### config.mk
export PLATFORM = sky130hd
export DESIGN_NAME = wdt_multi
export DESIGN_NICKNAME = d
export VERILOG_FILES = /design/src/rtl/wdt_multi.sv
export SDC_FILE = /design/constraint.sdc
export NUM_CORES = 2
export LEC_CHECK = 0
export BUFFER_PORTS_ARGS = -buffer_cell sky130_fd_sc_hd__buf_2
export CELL_PAD_IN_SITES_DETAIL_PLACEMENT = 1
export CELL_PAD_IN_SITES_GLOBAL_PLACEMENT = 2
export CORE_UTILIZATION = 40
export CTS_CLUSTER_DIAMETER = 80
export DETAILED_ROUTE_END_ITERATION = 8
export HOLD_SLACK_MARGIN = 0.1
export PLACE_DENSITY_LB_ADDON = 0.1
export SLEW_MARGIN = 20
export SYNTH_ARGS = -nofsm -noshare
export SYNTH_HDL_FRONTEND = slang
export SYNTH_SLANG_ARGS = --single-unit
### constraint.sdc
create_clock -name clk -period 4.2 [get_ports clk]
set_clock_uncertainty 0.2 [all_clocks]
set_input_delay 0.42 -clock clk [delete_from_list [all_inputs] [get_ports clk]]
set_output_delay 0.42 -clock clk [all_outputs]
set_load 0.01 [all_outputs]
### src/rtl/wdt_multi.sv
// Multi-channel watchdog timer: shared prescaler, per-channel down-counter with
// optional two-stage (warn then trip) and window (early-kick) supervision.
module wdt_multi #(
    parameter int N_CH  = 4,
    parameter int CNT_W = 32,
    parameter int PRE_W = 8
) (
    input  logic             clk,
    input  logic             rstn,
    input  logic [PRE_W-1:0] prescale,
    input  logic             cfg_we,
    input  logic [2:0]       cfg_ch,
    input  logic [1:0]       cfg_sel,
    input  logic [CNT_W-1:0] cfg_data,
    input  logic [N_CH-1:0]  wdt_en,
    input  logic [N_CH-1:0]  wdt_kick,
    input  logic [N_CH-1:0]  trip_clr,
    output logic [N_CH-1:0]  wdt_irq,
    output logic [N_CH-1:0]  trip,
    output logic             wto,
    output logic [CNT_W-1:0] cnt_mon
);

    typedef enum logic [1:0] {
        ST_IDLE = 2'd0,
        ST_RUN  = 2'd1,
        ST_WARN = 2'd2,
        ST_TRIP = 2'd3
    } state_t;

    logic [PRE_W-1:0] pre_cnt_r;
    logic             tick_s;

    logic [CNT_W-1:0] load_r   [N_CH];
    logic [CNT_W-1:0] warn_r   [N_CH];
    logic [CNT_W-1:0] window_r [N_CH];
    logic [N_CH-1:0]  two_stage_r;
    logic [N_CH-1:0]  win_en_r;

    state_t           state_r [N_CH];
    state_t           state_s [N_CH];
    logic [CNT_W-1:0] cnt_r   [N_CH];
    logic [CNT_W-1:0] cnt_s   [N_CH];
    logic [N_CH-1:0]  irq_s;
    logic [N_CH-1:0]  trip_s;
    logic [CNT_W-1:0] cnt_mon_s;

    // A prescale change is picked up at the very next compare.
    assign tick_s = (pre_cnt_r == prescale);

    // Shared free-running prescaler
    always_ff @(posedge clk or negedge rstn) begin
        if (!rstn) begin
            pre_cnt_r <= '0;
        end else if (tick_s) begin
            pre_cnt_r <= '0;
        end else begin
            pre_cnt_r <= pre_cnt_r + PRE_W'(1);
        end
    end

    // Shadow configuration registers; out-of-range channel indices match nothing
    always_ff @(posedge clk or negedge rstn) begin
        if (!rstn) begin
            for (int i = 0; i < N_CH; i++) begin
                load_r[i]   <= '1;
                warn_r[i]   <= '1;
                window_r[i] <= '1;
            end
            two_stage_r <= '0;
            win_en_r    <= '0;
        end else begin
            for (int i = 0; i < N_CH; i++) begin
                if (cfg_we && (cfg_ch == 3'(i))) begin
                    case (cfg_sel)
                        2'd0: load_r[i]   <= cfg_data;
                        2'd1: warn_r[i]   <= cfg_data;
                        2'd2: window_r[i] <= cfg_data;
                        2'd3: begin
                            // mode only changes while the channel is parked
                            if (state_r[i] == ST_IDLE) begin
                                win_en_r[i]    <= cfg_data[1];
                                two_stage_r[i] <= cfg_data[0];
                            end
                        end
                        default: ;
                    endcase
                end
            end
        end
    end

    // Per-channel next-state, next-counter and output decode
    always_comb begin
        irq_s     = '0;
        trip_s    = '0;
        cnt_mon_s = '0;
        for (int i = 0; i < N_CH; i++) begin
            state_s[i] = state_r[i];
            cnt_s[i]   = cnt_r[i];
            case (state_r[i])
                ST_IDLE: begin
                    if (wdt_en[i]) begin
                        state_s[i] = ST_RUN;
                        cnt_s[i]   = load_r[i];
                    end else begin
                        state_s[i] = ST_IDLE;
                    end
                end
                ST_RUN: begin
                    if (!wdt_en[i]) begin
                        state_s[i] = ST_IDLE;
                    end else if (wdt_kick[i]) begin
                        // early kick beats the reload
                        if (win_en_r[i] && (cnt_r[i] > window_r[i])) begin
                            state_s[i] = ST_TRIP;
                        end else begin
                            cnt_s[i] = load_r[i];
                        end
                    end else if (tick_s) begin
                        if (cnt_r[i] != '0) begin
                            cnt_s[i] = cnt_r[i] - CNT_W'(1);
                        end else if (two_stage_r[i]) begin
                            state_s[i] = ST_WARN;
                            cnt_s[i]   = warn_r[i];
                        end else begin
                            state_s[i] = ST_TRIP;
                        end
                    end else begin
                        state_s[i] = ST_RUN;
                    end
                end
                ST_WARN: begin
                    if (!wdt_en[i]) begin
                        state_s[i] = ST_IDLE;
                    end else if (wdt_kick[i]) begin
                        state_s[i] = ST_RUN;
                        cnt_s[i]   = load_r[i];
                    end else if (tick_s) begin
                        if (cnt_r[i] != '0) begin
                            cnt_s[i] = cnt_r[i] - CNT_W'(1);
                        end else begin
                            state_s[i] = ST_TRIP;
                        end
                    end else begin
                        state_s[i] = ST_WARN;
                    end
                end
                ST_TRIP: begin
                    if (trip_clr[i]) begin
                        state_s[i] = ST_IDLE;
                    end else begin
                        state_s[i] = ST_TRIP;
                    end
                end
                default: begin
                    state_s[i] = ST_IDLE;
                end
            endcase
            irq_s[i]  = (state_s[i] == ST_WARN);
            trip_s[i] = (state_s[i] == ST_TRIP);
            cnt_mon_s = cnt_mon_s | ({CNT_W{cfg_ch == 3'(i)}} & cnt_s[i]);
        end
    end

    // Channel state and registered outputs
    always_ff @(posedge clk or negedge rstn) begin
        if (!rstn) begin
            for (int i = 0; i < N_CH; i++) begin
                state_r[i] <= ST_IDLE;
                cnt_r[i]   <= '0;
            end
            wdt_irq <= '0;
            trip    <= '0;
            wto     <= 1'b0;
            cnt_mon <= '0;
        end else begin
            for (int i = 0; i < N_CH; i++) begin
                state_r[i] <= state_s[i];
                cnt_r[i]   <= cnt_s[i];
            end
            wdt_irq <= irq_s;
            trip    <= trip_s;
            wto     <= |trip_s;
            cnt_mon <= cnt_mon_s;
        end
    end

endmodule

# After elaboration in Yosys (flattened, before gate mapping)

Index checks and enable logic that the tools add are counted.

Flip-flop bits (word level): 577
Bits of input ports: 60
Output and inout bits: 41
Word-level logic and storage cells: 212

Add/sub/neg operators: 5
Magnitude comparators: 4
Equal/unequal tests: 27
Multiplexer cells: 101
Bitwise operators: 7
Reductions and logical operators: 35

Operators with widths:

| operator                                                               | number |
|---|---|
| 32-bit 2-to-1 mux                                                      | 44 |
| 32-bit one-hot mux with 3 select lines                                 | 4 |
| 32-bit AND                                                             | 4 |
| 32-bit > comparator                                                    | 4 |
| 32-bit nonzero test                                                    | 4 |
| 32-bit by 1-bit subtractor with 32-bit output (second input constant)  | 4 |
| 32-bit bitwise OR                                                      | 3 |
| 2-bit 2-to-1 mux                                                       | 40 |
| 2-bit equality test (second input constant)                            | 18 |
| 2-bit one-hot mux with 4 select lines                                  | 4 |
| 2-bit AND reduction                                                    | 12 |
| 3-bit AND reduction                                                    | 4 |
| 2-bit by 1-bit equality test with 1-bit output (second input constant) | 5 |
| 2-bit logical NOT                                                      | 5 |
| 8-bit by 1-bit adder with 8-bit output (second input constant)         | 1 |
| 8-bit equality test                                                    | 1 |
| 1-bit logical AND                                                      | 8 |
| 1-bit 2-to-1 mux                                                       | 8 |
| 8-bit 2-to-1 mux                                                       | 1 |
| 3-bit by 2-bit equality test with 1-bit output (second input constant) | 2 |
| 4-bit OR reduction                                                     | 1 |
| 3-bit by 1-bit equality test with 1-bit output (second input constant) | 1 |
| 3-bit logical NOT                                                      | 1 |

# Logic depth before layout (Yosys ltp)

Word-level depth: 10
Gate-level depth with buffers: 14

# Worst setup path after synthesis

OpenSTA, ideal clock, no wires.

Path kind: register to register
From: register window_r[57] (netlist bit)
To: register cnt_mon[28]
Library setup time: 0.124 ns
Arrival time: 3.321 ns
Data required time: 3.876 ns
Path slack: 0.555 ns
Cell stages (with the launch flop): 13
Path buffers: 1
Period minus slack after synthesis: 3.645 ns
Cell sequence: dfstp_2 inv_1 ha_1 nand3_1 or4_1 nor4_1 a21boi_1 o21ai_1 clkbuf_8 mux2_2 a221o_1 nor3b_1 a211o_1

Cells in the longest elaborated chain, start to end: 9

RTL lines:

| what                                   | line | RTL |
|---|---|---|
| from (decl)                            | 36   | `logic [CNT_W-1:0] window_r [N_CH];` |
| from (signal, indexed assignment)      | 78   | `2'd2: window_r[i] <= cfg_data;` |
| 32-bit > comparator                    | 115  | `if (win_en_r[i] && (cnt_r[i] > window_r[i])) begin` |
| 1-bit logical AND                      | 115  |  |
| 32-bit 2-to-1 mux                      | 115  |  |
| 32-bit 2-to-1 mux                      | 113  | `end else if (wdt_kick[i]) begin` |
| 32-bit 2-to-1 mux                      | 111  | `if (!wdt_en[i]) begin` |
| 32-bit one-hot mux with 3 select lines | 101  | `case (state_r[i])` |
| 32-bit AND                             | 162  | `cnt_mon_s = cnt_mon_s \| ({CNT_W{cfg_ch == 3'(i)}} & cnt_s[i]);` |
| 32-bit bitwise OR (2 in series)        | 162  |  |
| via cnt_mon_s[28]                      | 46   | `logic [CNT_W-1:0] cnt_mon_s;` |
| to (signal assigned)                   | 185  | `cnt_mon <= cnt_mon_s;` |
| to (decl)                              | 21   | `output logic [CNT_W-1:0] cnt_mon` |

The timed path passes the listed nets, and every way through them passes these cells.
A chain may end at the register's enable or synchronous reset.

# Final worst setup path

From: register cnt_r[14] (netlist bit)
To: register cnt_mon[23]

Cells in the longest elaborated chain, start to end: 8

RTL lines:

| what                                                                  | line          | RTL |
|---|---|---|
| from (decl)                                                           | 42            | `logic [CNT_W-1:0] cnt_r [N_CH];` |
| from (signal, indexed assignment)                                     | 180           | `cnt_r[i] <= cnt_s[i];` |
| 32-bit by 1-bit subtractor with 32-bit output (tied with other cells) | 122, 141      |  |
| 32-bit 2-to-1 mux (tied with other cells)                             | 140           | `if (cnt_r[i] != '0) begin` |
| 32-bit 2-to-1 mux (on tied branches)                                  | 139, 115, 120 |  |
| 32-bit 2-to-1 mux (on tied branches)                                  | 136, 113      |  |
| 32-bit 2-to-1 mux (on tied branches)                                  | 134, 111      |  |
| 32-bit one-hot mux with 3 select lines *                              | 101           |  |
| 32-bit AND *                                                          | 162           |  |
| 32-bit bitwise OR *                                                   | 162           |  |
| via cnt_mon_s[23]                                                     | 46            |  |

The timed path passes the listed nets; every way through them passes the cells marked *.

==> flow_metrics.py <==
metrics = {
    "timing": {
        "hold_viol_final": 0,
        "fmax_ghz": 0.2369,
        "slew_headroom": 0.3015,
        "slew_viol_final": 0,
        "period_share": 1.005,
        "tightest_slew_ns": 1.044,
        "rsz0062_at_grt": "true",
        "period_minus_slack_ns": 4.222,
        "final-setup-viol-count": 1,
        "fin_tns_setup_ns": -0.02181,
        "worst_slack_ns": -0.02181,
    },
    "critical_path": {
        "cp.arrival_ns": 4.57,
        "path_max_fanout": 10,
        "crit_path_end_kind": "flip-flop",
        "crit_required_ns": 4.55,
        "r2r_setup_slack_ns": -0.02,
        "worstSetupPathType": "flip-flop to flip-flop",
        "cp-start-kind": "flip-flop",
    },
    "yosys": {
        "synth_edf_count": 0,
        "synth_cell_types": 106,
        "synth.largest_area_cell": "dfstp_2",
        "ys_async_sr_fraction": 1.000,
        "ys_warn_count": 0,
        "yosys_most_used_dff": "dfstp_2",
        "synth_area_leaders": "dfstp_2 (27%), dfrtp_1 (13%), mux2_2 (8.4%)",
        "synth_nets": 4457,
        "ys_ff_latch": 577,
        "synth_area_um2": 37980,
        "yosysSeqAreaShare": 0.3928,
        "syn_avg_cell_area_um2": 8.909,
        "synth_top_area_share": 0.2657,
        "syn_inst": 4263,
    },
    "cells_and_area": {
        "layout.cells.non_filler": 5917,
        "seq_area_um2": 14920,
        "multiInputGateArea_um2": 21040,
        "area_growth_pct": 19.32,
        "final_util": 0.4834,
        "drive_gt1_frac": 0.3115,
        "num-fill-cells": 10790,
        "layout_commonest_cell": "buf_4",
        "nNetsFinal": 4784,
        "finalInstanceArea_um2": 45310,
        "final_cell_mix": "buf_4 (431), nand2_1 (425), dfstp_2 (384)",
    },
    "power": {
        "p_switching_mw": 7.828,
        "internal_power_mw": 13.50,
        "switching_share": 0.3670,
        "clockPowerShare": 0.316,
        "ir_drop_mv": 0.5212,
        "cellPowerDensity_nw_per_um2": 470.8,
        "pwr-share-seq": 0.386,
        "pwr-share-comb": 0.298,
        "leakage_nw": 18.81,
    },
    "grt": {
        "overflow": 0,
        "grt_pass1_vias": 38400,
        "grt_start_max_net_pins": 88,
        "grt_pass1_wl_mm": 286.5,
        "antenna_found_initial": 24,
        "grt_usage": 0.4145,
    },
    "run": {
        "maxCapViolCount": 0,
    },
    "clock_tree": {
        "clock_sinks": 577,
        "clock-root-buffer": "clkbuf_16",
        "cts_buffer_depth": 3,
        "insertion_delay_ns": 0.69,
        "h-tree-depth": 3,
        "cts_buffers": 74,
        "cts.clk_slew.worst_paths_ns": 0.06,
        "cts_tree": "done",
    },
    "route": {
        "routed_wl_mm": 200.2,
        "viasPerCell": 6.589,
        "vias": 38990,
        "postRouteAntennaNets": 0,
        "drc": 0,
        "post_drt_wl_per_cell_um": 33.83,
        "drtPass1Iterations": 6,
        "drtIter0Drc": 4658,
    },
    "floorplan": {
        "design.core.area_um2": 93750,
        "io_pins": 101,
        "start_util": 0.4051,
        "dieArea_um2": 96180,
        "fp.dieW_um": 310.1,
        "dieHeight_um": 310.1,
        "num_rows": 112,
    },
    "placement": {
        "dp_cells": 5735,
        "port_buffers": 100,
        "placed_cell_area_um2": 42290,
        "routabilityCongestion": 1.000,
        "dpl.hpwl_mm": 144.6,
    },
    "worst_hold_path": {
        "hold_path_class": "input port to flip-flop",
    },
    "run_status": {
        "violations": "negative setup slack",
        "outcome": "finished with violations",
    },
}
-- power by group through the flow --
| stage | combinational, mW | sequential [mW] | clock [mW] |
|---|---|---|---|
| 2_1_floorplan | 3.57 | 7.85 | 0 |
| 3_5_place_dp | 6.10 | 8.26 | 0 |
| 5_1_grt | 6.81 | 8.34 | 7.00 |
| 3_3_place_gp | 5.96 | 8.23 | 0 |
| 4_1_cts | 6.18 | 8.20 | 6.83 |
| 6_report | 6.35 | 8.24 | 6.75 |
-- cell usage after synthesis, types with 28 or more instances --
cell type and n:
nor3_1 98, o21a_1 31, mux2_2 283, a31oi_1 64, or3_1 34, buf_1 33, buf_2 28, a21oi_1 312
nand2_1 427, nand3_1 107, o31ai_1 33, and3_1 31, clkbuf_1 247, o211ai_1 52, a211oi_1 46, nor2_1 265
o221ai_1 34, inv_1 220, dfrtp_1 193, mux2i_1 32, xor2_1 31, xnor2_1 52, a221oi_1 30, o21ai_0 364
or4_1 32, ha_1 134, o22ai_1 51, nand4_1 65, dfstp_2 384, nor4_1 48
-- worst paths after layout --
path / from / endpoint / depth (start not counted)
worst max-delay path: cnt_r[14]$_DFF_PN0_ / cnt_mon[23]$_DFF_PN0_ / 11
worst min-delay path: cfg_data[1] / window_r[65]$_DFFE_PN1P_ / 3
worst max register to register: cnt_r[14]$_DFF_PN0_ / cnt_mon[23]$_DFF_PN0_ / 11
worst min register to register: window_r[108]$_DFFE_PN1P_ / window_r[108]$_DFFE_PN1P_ / 2
max in group asynchronous: rstn / load_r[18]$_DFFE_PN1P_ / 3
min in group asynchronous: rstn / cnt_r[93]$_DFF_PN0_ / 2
-- per-stage QoR --
| step | power, mW | hold slack [ns] | worst slack (ns) |
|---|---|---|---|
| after floorplan | 11.42 | -0.07559 | 0.5550 |
| after global placement | 14.19 | 0.2932 | -0.2349 |
| after detailed placement | 14.36 | 0.2976 | -0.1771 |
| after CTS | 21.21 | 0.1038 | 0.0006075 |
| after global routing | 22.15 | 0.1447 | -0.01088 |
| final | 21.33 | 0.1320 | -0.02181 |
-- area by class of cell --
class	count	share of cell area
diodes	11	0.0006074
clock buffers	103	0.04658
clock inverters	35	0.009112
inverters	224	0.01855
multi-input cells	3134	0.4643
flip-flops and latches	577	0.3292
well taps	1254	0.03462
repair buffers	579	0.09703
-- flip-flops by register name, summed over array words and instances (netlist names) --
| signal | flops |
|---|---|
| trip | 4 |
| win_en_r | 4 |
| warn_r | 128 |
| cnt_mon | 32 |
| load_r | 128 |
| state_r | 8 |
| window_r | 128 |
| wto | 1 |
| wdt_irq | 4 |
| two_stage_r | 4 |
| pre_cnt_r | 8 |
| cnt_r | 128 |
-- what timing repair did --
item                                    CTS  global route
hold endpoints to repair                166             0
setup buffers                             0             2
pin swaps                                 2             2
hold buffers                             31             0
endpoints found under the setup margin   18            24
cloned                                    0             0
gates resized for setup                  10            20
-- worst max-delay path, stage by stage (launching register included) --
cell      delay, ns
dfrtp_1        0.60
ha_1           0.34
and4_1         0.25
a221o_1        0.46
o31ai_2        0.53
buf_4          0.24
nand3_1        0.20
buf_4          0.27
o211ai_1       0.24
o2111a_1       0.36
a311oi_1       0.08
a221o_1        0.32
-- metal layers --
metal  vias up  part of all wire  track usage
li1      16390                 -            -
met2      2183              0.42       0.6023
met1     19890              0.42       0.5652
met5         -           0.00044            0
met4        14             0.059       0.2193
met3       506              0.10       0.1031
-- cell families (layout without fill, tap and decap cells) --
group / count (synthesis) / in the layout / share of synthesized area
AO/OA/AOI/OAI: 1322 / 1322 / 0.2260
AND/OR/NAND/NOR: 1280 / 1280 / 0.1657
flip-flops: 577 / 577 / 0.3928
buffers and inverters: 552 / 941 / 0.05976
multiplexers: 315 / 315 / 0.09235
adder cells (fa/ha/maj): 134 / 134 / 0.04415
XOR/XNOR: 83 / 83 / 0.01914
other: 0 / 11 / 0
Note: power is estimated with default switching activity, not from simulation.
